===== src/rtl/prior_sel_serializer.sv =====
// Serializes a flagged lane vector into one beat per flagged lane, in priority order,
// with an optional default lane emitted when no flag is set.
module prior_sel_serializer #(
  parameter int BIT_WIDTH          = 2,
  parameter int SEL_SIG_NUMS       = 8,
  parameter int PRIORITY_DIRECTION = 1,
  parameter int DEFAULT_INPUT_EN   = 0,
  localparam int DEF   = (DEFAULT_INPUT_EN != 0) ? 1 : 0,
  localparam int IDX_W = $clog2(SEL_SIG_NUMS + DEF),
  localparam int CNT_W = $clog2(SEL_SIG_NUMS + 1),
  localparam int DW    = BIT_WIDTH * (SEL_SIG_NUMS + DEF)
) (
  input  logic                    clk,
  input  logic                    rst_n,
  input  logic                    in_valid,
  output logic                    in_ready,
  input  logic [SEL_SIG_NUMS-1:0] sel,
  input  logic [DW-1:0]           in,
  output logic                    out_valid,
  input  logic                    out_ready,
  output logic [IDX_W-1:0]        out_idx,
  output logic [BIT_WIDTH-1:0]    out_val,
  output logic                    out_last,
  output logic                    out_dflt,
  output logic                    done,
  output logic [CNT_W-1:0]        count
);

  typedef enum logic {IDLE, BUSY} state_e;

  state_e                  state_q, state_d;
  logic                    dflt_q, dflt_d;
  logic [SEL_SIG_NUMS-1:0] pend_q, pend_d;
  logic [DW-1:0]           data_q, data_d;
  logic [CNT_W-1:0]        count_q, count_d;
  logic                    done_q, done_d;

  logic [IDX_W-1:0] pri_idx;
  logic [IDX_W-1:0] beat_idx;
  logic             pend_one;
  logic             busy;

  // Single-pass priority encode: the last matching lane in scan order wins.
  // NOTE: every always_comb output gets a default first so no path leaves it unassigned (no latch).
  always_comb begin
    pri_idx = '0;
    if (PRIORITY_DIRECTION >= 0) begin
      for (int i = 0; i < SEL_SIG_NUMS; i++)
        if (pend_q[i]) pri_idx = IDX_W'(i);
    end else begin
      for (int i = SEL_SIG_NUMS - 1; i >= 0; i--)
        if (pend_q[i]) pri_idx = IDX_W'(i);
    end
  end

  assign pend_one = (pend_q != '0) && ((pend_q & (pend_q - SEL_SIG_NUMS'(1))) == '0);
  assign busy     = (state_q == BUSY);
  assign beat_idx = dflt_q ? IDX_W'(SEL_SIG_NUMS) : pri_idx;

  assign in_ready  = (state_q == IDLE);
  assign out_valid = busy;
  assign out_idx   = busy ? beat_idx : '0;
  assign out_val   = busy ? data_q[beat_idx*BIT_WIDTH +: BIT_WIDTH] : '0;
  assign out_last  = busy & (dflt_q | pend_one);
  assign out_dflt  = busy & dflt_q;
  assign done      = done_q;
  assign count     = count_q;

  always_comb begin
    state_d = state_q;
    dflt_d  = dflt_q;
    pend_d  = pend_q;
    data_d  = data_q;
    count_d = count_q;
    done_d  = 1'b0;
    unique case (state_q)
      IDLE: begin
        if (in_valid) begin
          pend_d  = sel;
          data_d  = in;
          count_d = '0;
          dflt_d  = 1'b0;
          if (sel != '0) begin
            state_d = BUSY;
          end else if (DEF != 0) begin
            state_d = BUSY;
            dflt_d  = 1'b1;
          end else begin
            done_d = 1'b1;
          end
        end
      end
      BUSY: begin
        if (out_ready) begin
          pend_d = pend_q & ~(SEL_SIG_NUMS'(1) << pri_idx);
          if (!dflt_q) count_d = count_q + CNT_W'(1);
          if (out_last) begin
            state_d = IDLE;
            dflt_d  = 1'b0;
            done_d  = 1'b1;
          end
        end
      end
      default: state_d = IDLE;
    endcase
  end

  // NOTE: state registers use non-blocking assignments so all flops update from pre-edge values.
  always_ff @(posedge clk or negedge rst_n) begin
    if (!rst_n) begin
      state_q <= IDLE;
      dflt_q  <= 1'b0;
      pend_q  <= '0;
      data_q  <= '0;
      count_q <= '0;
      done_q  <= 1'b0;
    end else begin
      state_q <= state_d;
      dflt_q  <= dflt_d;
      pend_q  <= pend_d;
      data_q  <= data_d;
      count_q <= count_d;
      done_q  <= done_d;
    end
  end

endmodule


===== config.mk =====
export PLATFORM = sky130hd
export DESIGN_NAME = prior_sel_serializer
export DESIGN_NICKNAME = d
export VERILOG_FILES = /design/src/rtl/prior_sel_serializer.sv
export SDC_FILE = /design/constraint.sdc
export NUM_CORES = 1
export LEC_CHECK = 0
export ABC_AREA = 1
export BUFFER_PORTS_ARGS = -buffer_cell sky130_fd_sc_hd__buf_2
export CAP_MARGIN = 30
export CORE_ASPECT_RATIO = 0.7
export CORE_MARGIN = 2
export CORE_UTILIZATION = 35
export DETAILED_ROUTE_END_ITERATION = 12
export HOLD_SLACK_MARGIN = 0.03
export SLEW_MARGIN = 20
export SYNTH_ARGS = -nofsm -noshare
export SYNTH_HDL_FRONTEND = slang
export SYNTH_SLANG_ARGS = --single-unit

===== constraint.sdc =====
create_clock -name clk -period 1.56 [get_ports clk]
set_input_delay 0.312 -clock clk [delete_from_list [all_inputs] [get_ports clk]]
set_output_delay 0.312 -clock clk [all_outputs]
set_load 0.03 [all_outputs]

==> metrics.yaml, run 1 <==
run_status:
  status: "finished, violations left"
  violations: "setup timing"
floorplanning:
  num_io_pins: 42
  row_count: 20
  die_w_microns: 86.0
  die_area_sq_um: 5270
  initial_core_util_pct: 37.1
  die_h_microns: 61.4
  coreArea_sq_um: 4430
place:
  hpwl_microns: 3470
  port_buffers: 40
  globalplace.congestion: 0.852
  place_ws_ps: -260
  dp_cells: 339
clock_network:
  insertion_delay_ps: 270
  htree_levels: 2
  clock_path_buffers: 2
  cts_tree: "yes"
  cts-root-buf: "clkbuf_8"
  numCtsBuffers: 5
  cts.sinks: 30
  clk_pin_slew_ps: 70
synth:
  synth_common_cells: "nand2_1 (81), dfrtp_1 (30), inv_1 (21)"
  synth_fp_nets: 250
  synth_top_area_share_pct: 45.6
  synthCells: 221
  synth_area_leaders: "dfrtp_1 (46%), nand2_1 (18%), o21ai_0 (5.5%)"
  synth_cell_types: 27
  syn-cell-area_sq_um: 1650
  synth_area_per_cell_sq_um: 7.44
  ys.flop_type: "dfrtp_1"
  synth.most_common_cell: "nand2_1"
  synth_top_area_cell: "dfrtp_1"
  synth_edf_count: 0
  ys_ff_latch: 30
  ys_async_sr_fraction_pct: 100
  synth.yosys.seq_area_share_pct: 45.6
  yosys_warnings: 0
route:
  vias_per_cell: 4.74
  first_iter_violations: 150
  dr.pass1.iters: 4
  ant_nets: 0
  via_count: 1706
  routed_wl_microns: 4660
  drc: 0
  post_drt_wl_per_cell_microns: 12.9
sta:
  setup_viol: 6
  period_share_pct: 131
  timing.hold.ws_ps: 224
  finalHoldViolations: 0
  rsz0062_at_grt: "true"
  maxSlewViolCount: 0
  min_period_ps: 2050
  setup_ws_ps: -491
  clock_skew_ps: 3.26
  max_clock_freq_ghz: 0.488
global_routing:
  grt_max_degree: 19
  grt_first_pass_wirelength_microns: 7760
  grt_use_total_pct: 19.4
  grt_pass1_vias: 1626
  antenna_found_initial: 0
  gr-total-overflow: 0
worst_setup_path:
  crit_required_ps: 1250
  crit_path_max_fanout: 7
  cpPeakStageDelay_ps: 400
  cp-start-kind: "flip-flop"
  slowest_stage: "dfrtp_1"
  cp_top_family: "simple AND/OR/NAND/NOR gates"
  endpoint_kind: "primary output"
  crit_chain: "inv_2, nand2_1, nand2_1, nand2_2, nand2_4, nand2_8, nand2_4, nor2_1, nor2_1, nand2_1, nand2_4, buf_6"
  arrival_ps: 1740
  crit_type: "flip-flop to primary output"
  path_buf_inv: 2
pwr:
  ir_drop_mv: 0.832
  p_leak_nw: 1.33
  finalPower_w: 0.00627
  power.density_nw_per_um2: 2460
finish:
  seq_area_sq_um: 756
  areaGrowthSynthToFinish_pct: 55.1
  antennaDiodeCount: 0
  drive_gt1_share_pct: 44.3
  fillCellCount: 425
  finish.utilization_pct: 57.6
  layout.nets: 333
  fin_cells: 360
  multiInputGateArea_sq_um: 932
worst_hold_path:
  hp-class: "primary input to flip-flop"
flow_run:
  cap_violations: 0
-- cell families after synthesis --
kind of cell,synth area share (%)
AOI/OAI and AO/OA,12.9
adders and majority gates,0.760
buffers and inverters,7.53
DFF,45.6
other,0.228
and+or+nand+nor,33.0
-- worst reg2reg max path: stages, from the launching register on --
cell     delay, ps
dfrtp_1        400
inv_2           80
nand2_1         50
nand2_1         80
nand2_2         90
nand2_4        140
nand2_8        100
buf_4          150
buf_4          140
nor3_2         130
o22ai_1         90
-- repair_timing --
action,in CTS,in global routing
setup buffers,7,4
setup endpoints to repair,7,10
hold buffers,1,0
resized for setup,27,21
hold endpoints to repair,15,0
cloned,1,0
pin swaps,12,19
-- routing by layer --
layer / up-vias / global-route usage, % / routed length [microns]
met5: - / 0 / 0
met3: 4 / 5.63 / 309
met4: 0 / 4.54 / 30
met1: 766 / 27.4 / 2250
met2: 57 / 29.9 / 2070
li1: 879 / - / -
-- cell type report --
cell class                 count  share of cell area (%)
multi-input combinational    163                    36.5
sequential                    30                    29.6
timing repair buffer          80                    21.8
inverter                      24                    3.73
clock buffer                   6                    3.24
tap                           55                    2.70
clock inverter                 2                    2.35
-- per-stage QoR --
| step | area [sq um] | setup TNS, ps |
|---|---|---|
| floorplan | 1680 | -85.1 |
| global placement | 2140 | -573 |
| detailed placement | 2140 | -703 |
| CTS | 2430 | -2230 |
| global route | 2550 | -3160 |
| finish | 2550 | -2330 |
-- path summary, 6_finish.rpt --
path / from / end / slack [ps] / cells after the start
hold reg to reg: count[3]$_DFFE_PN0P_ / count[3]$_DFFE_PN0P_ / 460 / 1
hold / removal: in[15] / data_q[15]$_DFFE_PN0P_ / 220 / 3
min in group asynchronous: rst_n / data_q[1]$_DFFE_PN0P_ / 500 / 2
max in group asynchronous: rst_n / data_q[11]$_DFFE_PN0P_ / 640 / 3
setup / recovery: pend_q[2]$_DFFE_PN0P_ / out_val[0] / -490 / 12
setup reg to reg: pend_q[2]$_DFFE_PN0P_ / pend_q[3]$_DFFE_PN0P_ / 20 / 10
-- registers in the layout, summed over array words and instances, names as in the netlist --
signal     flops
count          4
done           1
out_valid      1
data_q        16
pend_q         8
-- report_power, final --
group | total, W | internal (W) | leakage (nW) | switching [W]
clock | 0.000975 | 0.000681 | 0.0714 | 0.000293
combinational | 0.00386 | 0.00169 | 0.901 | 0.00217
sequential | 0.00143 | 0.00114 | 0.363 | 0.000291
total | 0.00627 | 0.00351 | 1.33 | 0.00276
-- placed cells by master (no fill, tap or decap), drive strengths merged --
cell type,netlist,routed
inv,24,24
a32o,1,1
clkbuf,1,6
o22ai,3,3
a22o,1,1
buf,4,79
o211ai,1,1
nand3,6,6
nor3,5,5
conb,1,1
ha,1,1
a21oi,9,10
nand2,86,86
nor2,20,20
nand4,1,1
nor4,3,3
nand3b,2,2
bufinv,0,2
o21ai,22,22
dfrtp,30,30
dlygate4sd3,0,1
Power figures use the tool's default switching activity.
==> inputs of run 2 (changes only) <==
--- a/config.mk
+++ b/config.mk
@@ -7,13 +7,13 @@
 export LEC_CHECK = 0
 export ABC_AREA = 1
 export BUFFER_PORTS_ARGS = -buffer_cell sky130_fd_sc_hd__buf_2
-export CAP_MARGIN = 30
+export CAP_MARGIN = 20
 export CORE_ASPECT_RATIO = 0.7
 export CORE_MARGIN = 2
 export CORE_UTILIZATION = 35
 export DETAILED_ROUTE_END_ITERATION = 12
 export HOLD_SLACK_MARGIN = 0.03
-export SLEW_MARGIN = 20
+export PLACE_DENSITY = 0.54
 export SYNTH_ARGS = -nofsm -noshare
 export SYNTH_HDL_FRONTEND = slang
 export SYNTH_SLANG_ARGS = --single-unit
==> run 2 against run 1 <==
  * The flow still finishes with violations (setup timing)
  * Clock power decreased by 40%
  * Sequential share of layout area increased by 0.83 points
  * Global-route usage decreased by 0.17 points
  * Total power fell by 7.6%
  * Sequential cell count stayed put
  * Die area unchanged
  * Register-to-register slack lost 100 ps
  * Combinational power down 1%
  * Critical path type unchanged
  * Largest cell class unchanged
==> metrics.yaml, run 2 (synthesis gave the netlist of run 1 again) <==
floorplanning:
  die_h_microns: 61.4
  num_io_pins: 42
  row_count: 20
  initial_core_util_pct: 37.1
  die_area_sq_um: 5270
  die_w_microns: 86.0
  coreArea_sq_um: 4430
clock_network:
  numCtsBuffers: 5
  clk_pin_slew_ps: 60
  cts.sinks: 30
  clock_path_buffers: 2
  cts-root-buf: "clkbuf_8"
  htree_levels: 2
  cts_tree: "yes"
  insertion_delay_ps: 280
worst_hold_path:
  worst_hold_startpoint: "in[4]"
  hp-class: "primary input to flip-flop"
  hold_path_depth: 3
worst_setup_path:
  path_buf_inv: 6
  crit_chain: "inv_2, nand2_1, a21oi_4, buf_4, buf_6, buf_6, buf_6, nor2_4, buf_6"
  cpPeakStageDelay_ps: 400
  rrSetupSlack_ps: -80
  cp-start-kind: "flip-flop"
  arrival_ps: 1740
  crit_type: "flip-flop to primary output"
  slowest_stage: "dfrtp_1"
  crit_start: "pend_q[3]$_DFFE_PN0P_"
  crit_path_max_fanout: 8
  cp_top_family: "buffers and inverters"
  endpoint_kind: "primary output"
  worstSetupPathDepth: 9
  crit_required_ps: 1250
  critPathCapture: "out_idx[1]"
  r2r_start: "pend_q[3]$_DFFE_PN0P_"
  crit_top_cell: "buf_6"
  reg2reg_depth: 10
  r2r-end: "pend_q[5]$_DFFE_PN0P_"
global_routing:
  grt_use_total_pct: 19.3
  grt_pass1_vias: 1580
  gr-total-overflow: 0
  antenna_found_initial: 0
  grt_first_pass_wirelength_microns: 7600
  grt_max_degree: 20
sta:
  fin_tns_setup_ps: -2490
  finalHoldViolations: 0
  timing.hold.ws_ps: 216
  clock_skew_ps: 4.01
  period_share_pct: 132
  setup_viol: 9
  min_period_ps: 2050
  maxSlewViolCount: 0
  max_clock_freq_ghz: 0.487
  setup_ws_ps: -495
  rsz0062_at_grt: "true"
finish:
  top_register: "data_q"
  layout_common_cells: "nand2_1 (73), buf_4 (41), buf_2 (34), dfrtp_1 (27), inv_1 (16)"
  fillCellCount: 440
  areaGrowthSynthToFinish_pct: 50.6
  largest_reg_flops: 16
  layout.nets: 337
  fin_cells: 363
  drive_gt1_share_pct: 42.5
  antennaDiodeCount: 0
  mostFrequentLayoutCell: "nand2_1"
place:
  globalplace.congestion: 0.829
  dp_cells: 343
  hpwl_microns: 3430
  port_buffers: 40
route:
  drc: 0
  dr.pass1.iters: 4
  first_iter_violations: 83
  vias_per_cell: 4.63
  post_drt_wl_per_cell_microns: 12.7
  via_count: 1680
  ant_nets: 0
  routed_wl_microns: 4590
pwr:
  power.density_nw_per_um2: 2340
  p_leak_nw: 1.30
  ir_drop_mv: 0.717
run_status:
  status: "finished, violations left"
  violations: "setup timing"
flow_run:
  cap_violations: 0
-- run 2: worst min-delay path by stage --
stage	to	slack (ps)
2_1_floorplan	count[0]$_DFFE_PN0P_	20
3_3_place_gp	count[2]$_DFFE_PN0P_	250
3_5_place_dp	count[2]$_DFFE_PN0P_	250
4_1_cts	data_q[4]$_DFFE_PN0P_	210
5_1_grt	data_q[4]$_DFFE_PN0P_	220
6_report	data_q[4]$_DFFE_PN0P_	220
-- run 2: per-layer routing --
| layer | up-vias | track usage (%) | part of all wire [%] |
|---|---|---|---|
| met5 | - | 0 | 0 |
| met4 | 0 | 6.12 | 1.2 |
| met3 | 8 | 4.83 | 4.9 |
| met2 | 37 | 28.5 | 44 |
| met1 | 751 | 28.0 | 50 |
| li1 | 884 | - | - |
-- run 2: power by group --
part	internal [W]	total, W	switching (W)
sequential	0.00114	0.00139	0.000256
combinational	0.00171	0.00381	0.00210
clock	0.000298	0.000585	0.000287
-- run 2: cell type report --
class	count	area (sq um)	area share [%]
multi-input combinational	162	882	35.6
sequential	30	754	30.5
timing repair buffer	85	598	24.1
inverter	24	95.1	3.84
clock buffer	5	68.8	2.78
tap	55	68.8	2.78
clock inverter	2	10.0	0.404
-- run 2: timing repair --
| action | in CTS | in global routing |
|---|---|---|
| hold buffers | 1 | 0 |
| gates resized for setup | 26 | 13 |
| endpoints found under the setup margin | 8 | 13 |
| buffers inserted | 8 | 4 |
| pin swaps | 15 | 6 |
| hold endpoints to repair | 14 | 0 |
-- run 2: worst register-to-register path, cell delays in order, from the launching register on --
cell	delay (ps)
dfrtp_1	400
inv_2	70
nand2_1	120
a21oi_4	280
buf_4	170
buf_6	80
buf_6	80
buf_6	100
nor2_4	40
o21ai_0	140
nand2_1	60
-- run 2: through the flow --
| step | setup WS (ps) | power, W | cell area [sq um] | utilization (%) |
|---|---|---|---|---|
| after floorplan | -85.1 | 0.00331 | 1680 | - |
| after global placement | -258 | 0.00444 | 2170 | 49.0 |
| after detailed placement | -255 | 0.00446 | 2170 | 49.0 |
| after CTS | -479 | 0.00556 | 2400 | 54.3 |
| after global routing | -628 | 0.00628 | 2480 | 55.9 |
| final | -495 | 0.00579 | 2480 | 55.9 |
==> inputs of run 3 (changes only) <==
--- a/config.mk
+++ b/config.mk
@@ -8,12 +8,14 @@
 export ABC_AREA = 1
 export BUFFER_PORTS_ARGS = -buffer_cell sky130_fd_sc_hd__buf_2
 export CAP_MARGIN = 20
+export CELL_PAD_IN_SITES_DETAIL_PLACEMENT = 2
+export CELL_PAD_IN_SITES_GLOBAL_PLACEMENT = 2
 export CORE_ASPECT_RATIO = 0.7
 export CORE_MARGIN = 2
-export CORE_UTILIZATION = 35
+export CORE_UTILIZATION = 29
 export DETAILED_ROUTE_END_ITERATION = 12
 export HOLD_SLACK_MARGIN = 0.03
-export PLACE_DENSITY = 0.54
+export PLACE_DENSITY = 0.76
 export SYNTH_ARGS = -nofsm -noshare
 export SYNTH_HDL_FRONTEND = slang
 export SYNTH_SLANG_ARGS = --single-unit
==> run 3 against run 2 <==
  * The run still ends with setup timing left
  * Total power is 27% higher
  * Count of clock-buffer cells in the layout is 1 higher
  * Sequential cell count is the same
  * Combinational power grew 26%
  * Final cell count is 7.2% higher
  * Hold slack got worse by 5.3 ps
  * Sequential power grew 8%
  * Register-to-register slack worse by 380 ps
  * Critical endpoint is now out_val[0]
  * Largest cell class unchanged
  * Largest power group unchanged
  * Highest routed layer unchanged
==> metrics.yaml, run 3 (synthesis gave the netlist of run 1 again) <==
clock_network:
  htree_levels: 2
  clk_pin_slew_ps: 70
  insertion_delay_ps: 300
  cts_tree: "yes"
  clock_path_buffers: 2
  numCtsBuffers: 5
  cts-root-buf: "clkbuf_8"
  cts.sinks: 30
global_routing:
  grt_use_total_pct: 25.0
  grt_first_pass_wirelength_microns: 11400
  antenna_found_initial: 0
  grt_pass1_vias: 2062
  gr-total-overflow: 0
  grt_max_degree: 20
finish:
  layout.nets: 345
  layout_common_cells: "nand2_1 (69), buf_4 (50), buf_2 (33), dfrtp_1 (25), inv_1 (14)"
  areaGrowthSynthToFinish_pct: 68.2
  largest_reg_flops: 16
  antennaDiodeCount: 0
  top_register: "data_q"
  drive_gt1_share_pct: 50.8
  mostFrequentLayoutCell: "nand2_1"
  finish.utilization_pct: 51.6
  fin_cells: 389
pwr:
  switchingPower_w: 0.00361
  switching_share_pct: 49.2
  p_int_w: 0.00372
  finalPower_w: 0.00733
  seqPwrFrac_pct: 20.5
  ir_drop_mv: 1.26
  power.density_nw_per_um2: 2650
  clockPowerShare_pct: 13.9
  p_leak_nw: 1.41
  p_comb_share_pct: 65.6
route:
  post_drt_wl_per_cell_microns: 24.6
  first_iter_violations: 73
  ant_nets: 0
  drc: 0
  routed_wl_microns: 9570
  via_count: 2029
  vias_per_cell: 5.22
  dr.pass1.iters: 5
place:
  place_ws_ps: -326
  port_buffers: 40
  globalplace.congestion: 0.793
  dp_cells: 360
  hpwl_microns: 4870
worst_setup_path:
  crit_type: "flip-flop to primary output"
  cp-start-kind: "flip-flop"
  cp_top_family: "simple AND/OR/NAND/NOR gates"
  endpoint_kind: "primary output"
  crit_path_max_fanout: 7
  cpPeakStageDelay_ps: 430
  slowest_stage: "dfrtp_1"
  crit_chain: "nor2_4, inv_2, a21oi_4, buf_6, nor3_1, nor2_1, nand2_1, nand2_4, buf_4"
  crit_required_ps: 1250
  arrival_ps: 2000
  path_buf_inv: 3
run_status:
  status: "finished, violations left"
  violations: "setup timing"
floorplanning:
  row_count: 22
  die_area_sq_um: 6300
  num_io_pins: 42
  initial_core_util_pct: 30.7
  die_h_microns: 67.0
  coreArea_sq_um: 5370
  die_w_microns: 94.0
sta:
  clock_skew_ps: 6.54
  min_period_ps: 2310
  period_share_pct: 148
  rsz0062_at_grt: "true"
  setup_ws_ps: -751
  max_clock_freq_ghz: 0.433
  timing.hold.ws_ps: 210
  setup_viol: 12
  maxSlewViolCount: 0
  finalHoldViolations: 0
flow_run:
  cap_violations: 0
worst_hold_path:
  hp-class: "primary input to flip-flop"
==> run 3: layout make-up <==
type	instances	area, sq um
Fill cell	590	2600
Multi-Input combinational cell	162	1020
Sequential cell	30	757
Timing Repair Buffer	93	661
Inverter	24	95.1
Tap cell	72	90.1
Clock buffer	6	82.6
Clock inverter	2	60.1
==> run 3: path summary, 6_finish.rpt <==
kind                                       start               endpoint  slack [ps]  cells past startpoint
hold / removal                             in[9]  data_q[9]$_DFFE_PN0P_         210                      3
setup / recovery           pend_q[6]$_DFFE_PN0P_             out_val[0]        -750                      9
setup reg to reg           pend_q[2]$_DFFE_PN0P_    out_valid$_DFF_PN0_        -460                     14
max in group asynchronous                  rst_n  data_q[4]$_DFFE_PN0P_         650                      3
hold reg to reg             count[3]$_DFFE_PN0P_   count[3]$_DFFE_PN0P_         490                      1
min in group asynchronous                  rst_n  pend_q[6]$_DFFE_PN0P_         480                      2
==> run 3: power groups by stage <==
| stage | Combinational (W) | Sequential [W] | Clock [W] |
|---|---|---|---|
| after floorplan | 0.00184 | 0.00147 | 0 |
| after global placement | 0.00308 | 0.00141 | 0 |
| after detailed placement | 0.00325 | 0.00143 | 0 |
| after CTS | 0.00382 | 0.00144 | 0.00102 |
| after global routing | 0.00511 | 0.00153 | 0.00106 |
| final | 0.00481 | 0.00150 | 0.00102 |
==> run 3: layer usage <==
metal  vias to the layer above  GRT usage (%)  share of wire, %
li1                        896              -                 -
met1                      1022           31.2                41
met2                        83           44.6                51
met3                        28           4.52               4.4
met4                         0           7.25               3.1
met5                         -              0                 0
==> run 3: tightest hold or removal path: stages <==
cell	delay, ps
buf_2	70
nand2_1	50
nand2_1	50
==> run 3: timing repair <==
item	4_1_cts	5_1_grt
buffers inserted	10	13
hold endpoints to repair	11	0
endpoints found under the setup margin	13	16
hold buffers	1	0
pin swaps	14	24
gates resized for setup	36	43
==> run 3: metrics by stage <==
| step | TNS [ps] | instance area [sq um] |
|---|---|---|
| after global placement | -926 | 2190 |
| final | -4090 | 2770 |
| after CTS | -2880 | 2500 |
| after global routing | -5130 | 2770 |
| after floorplan | -85.1 | 1680 |
| after detailed placement | -1400 | 2190 |
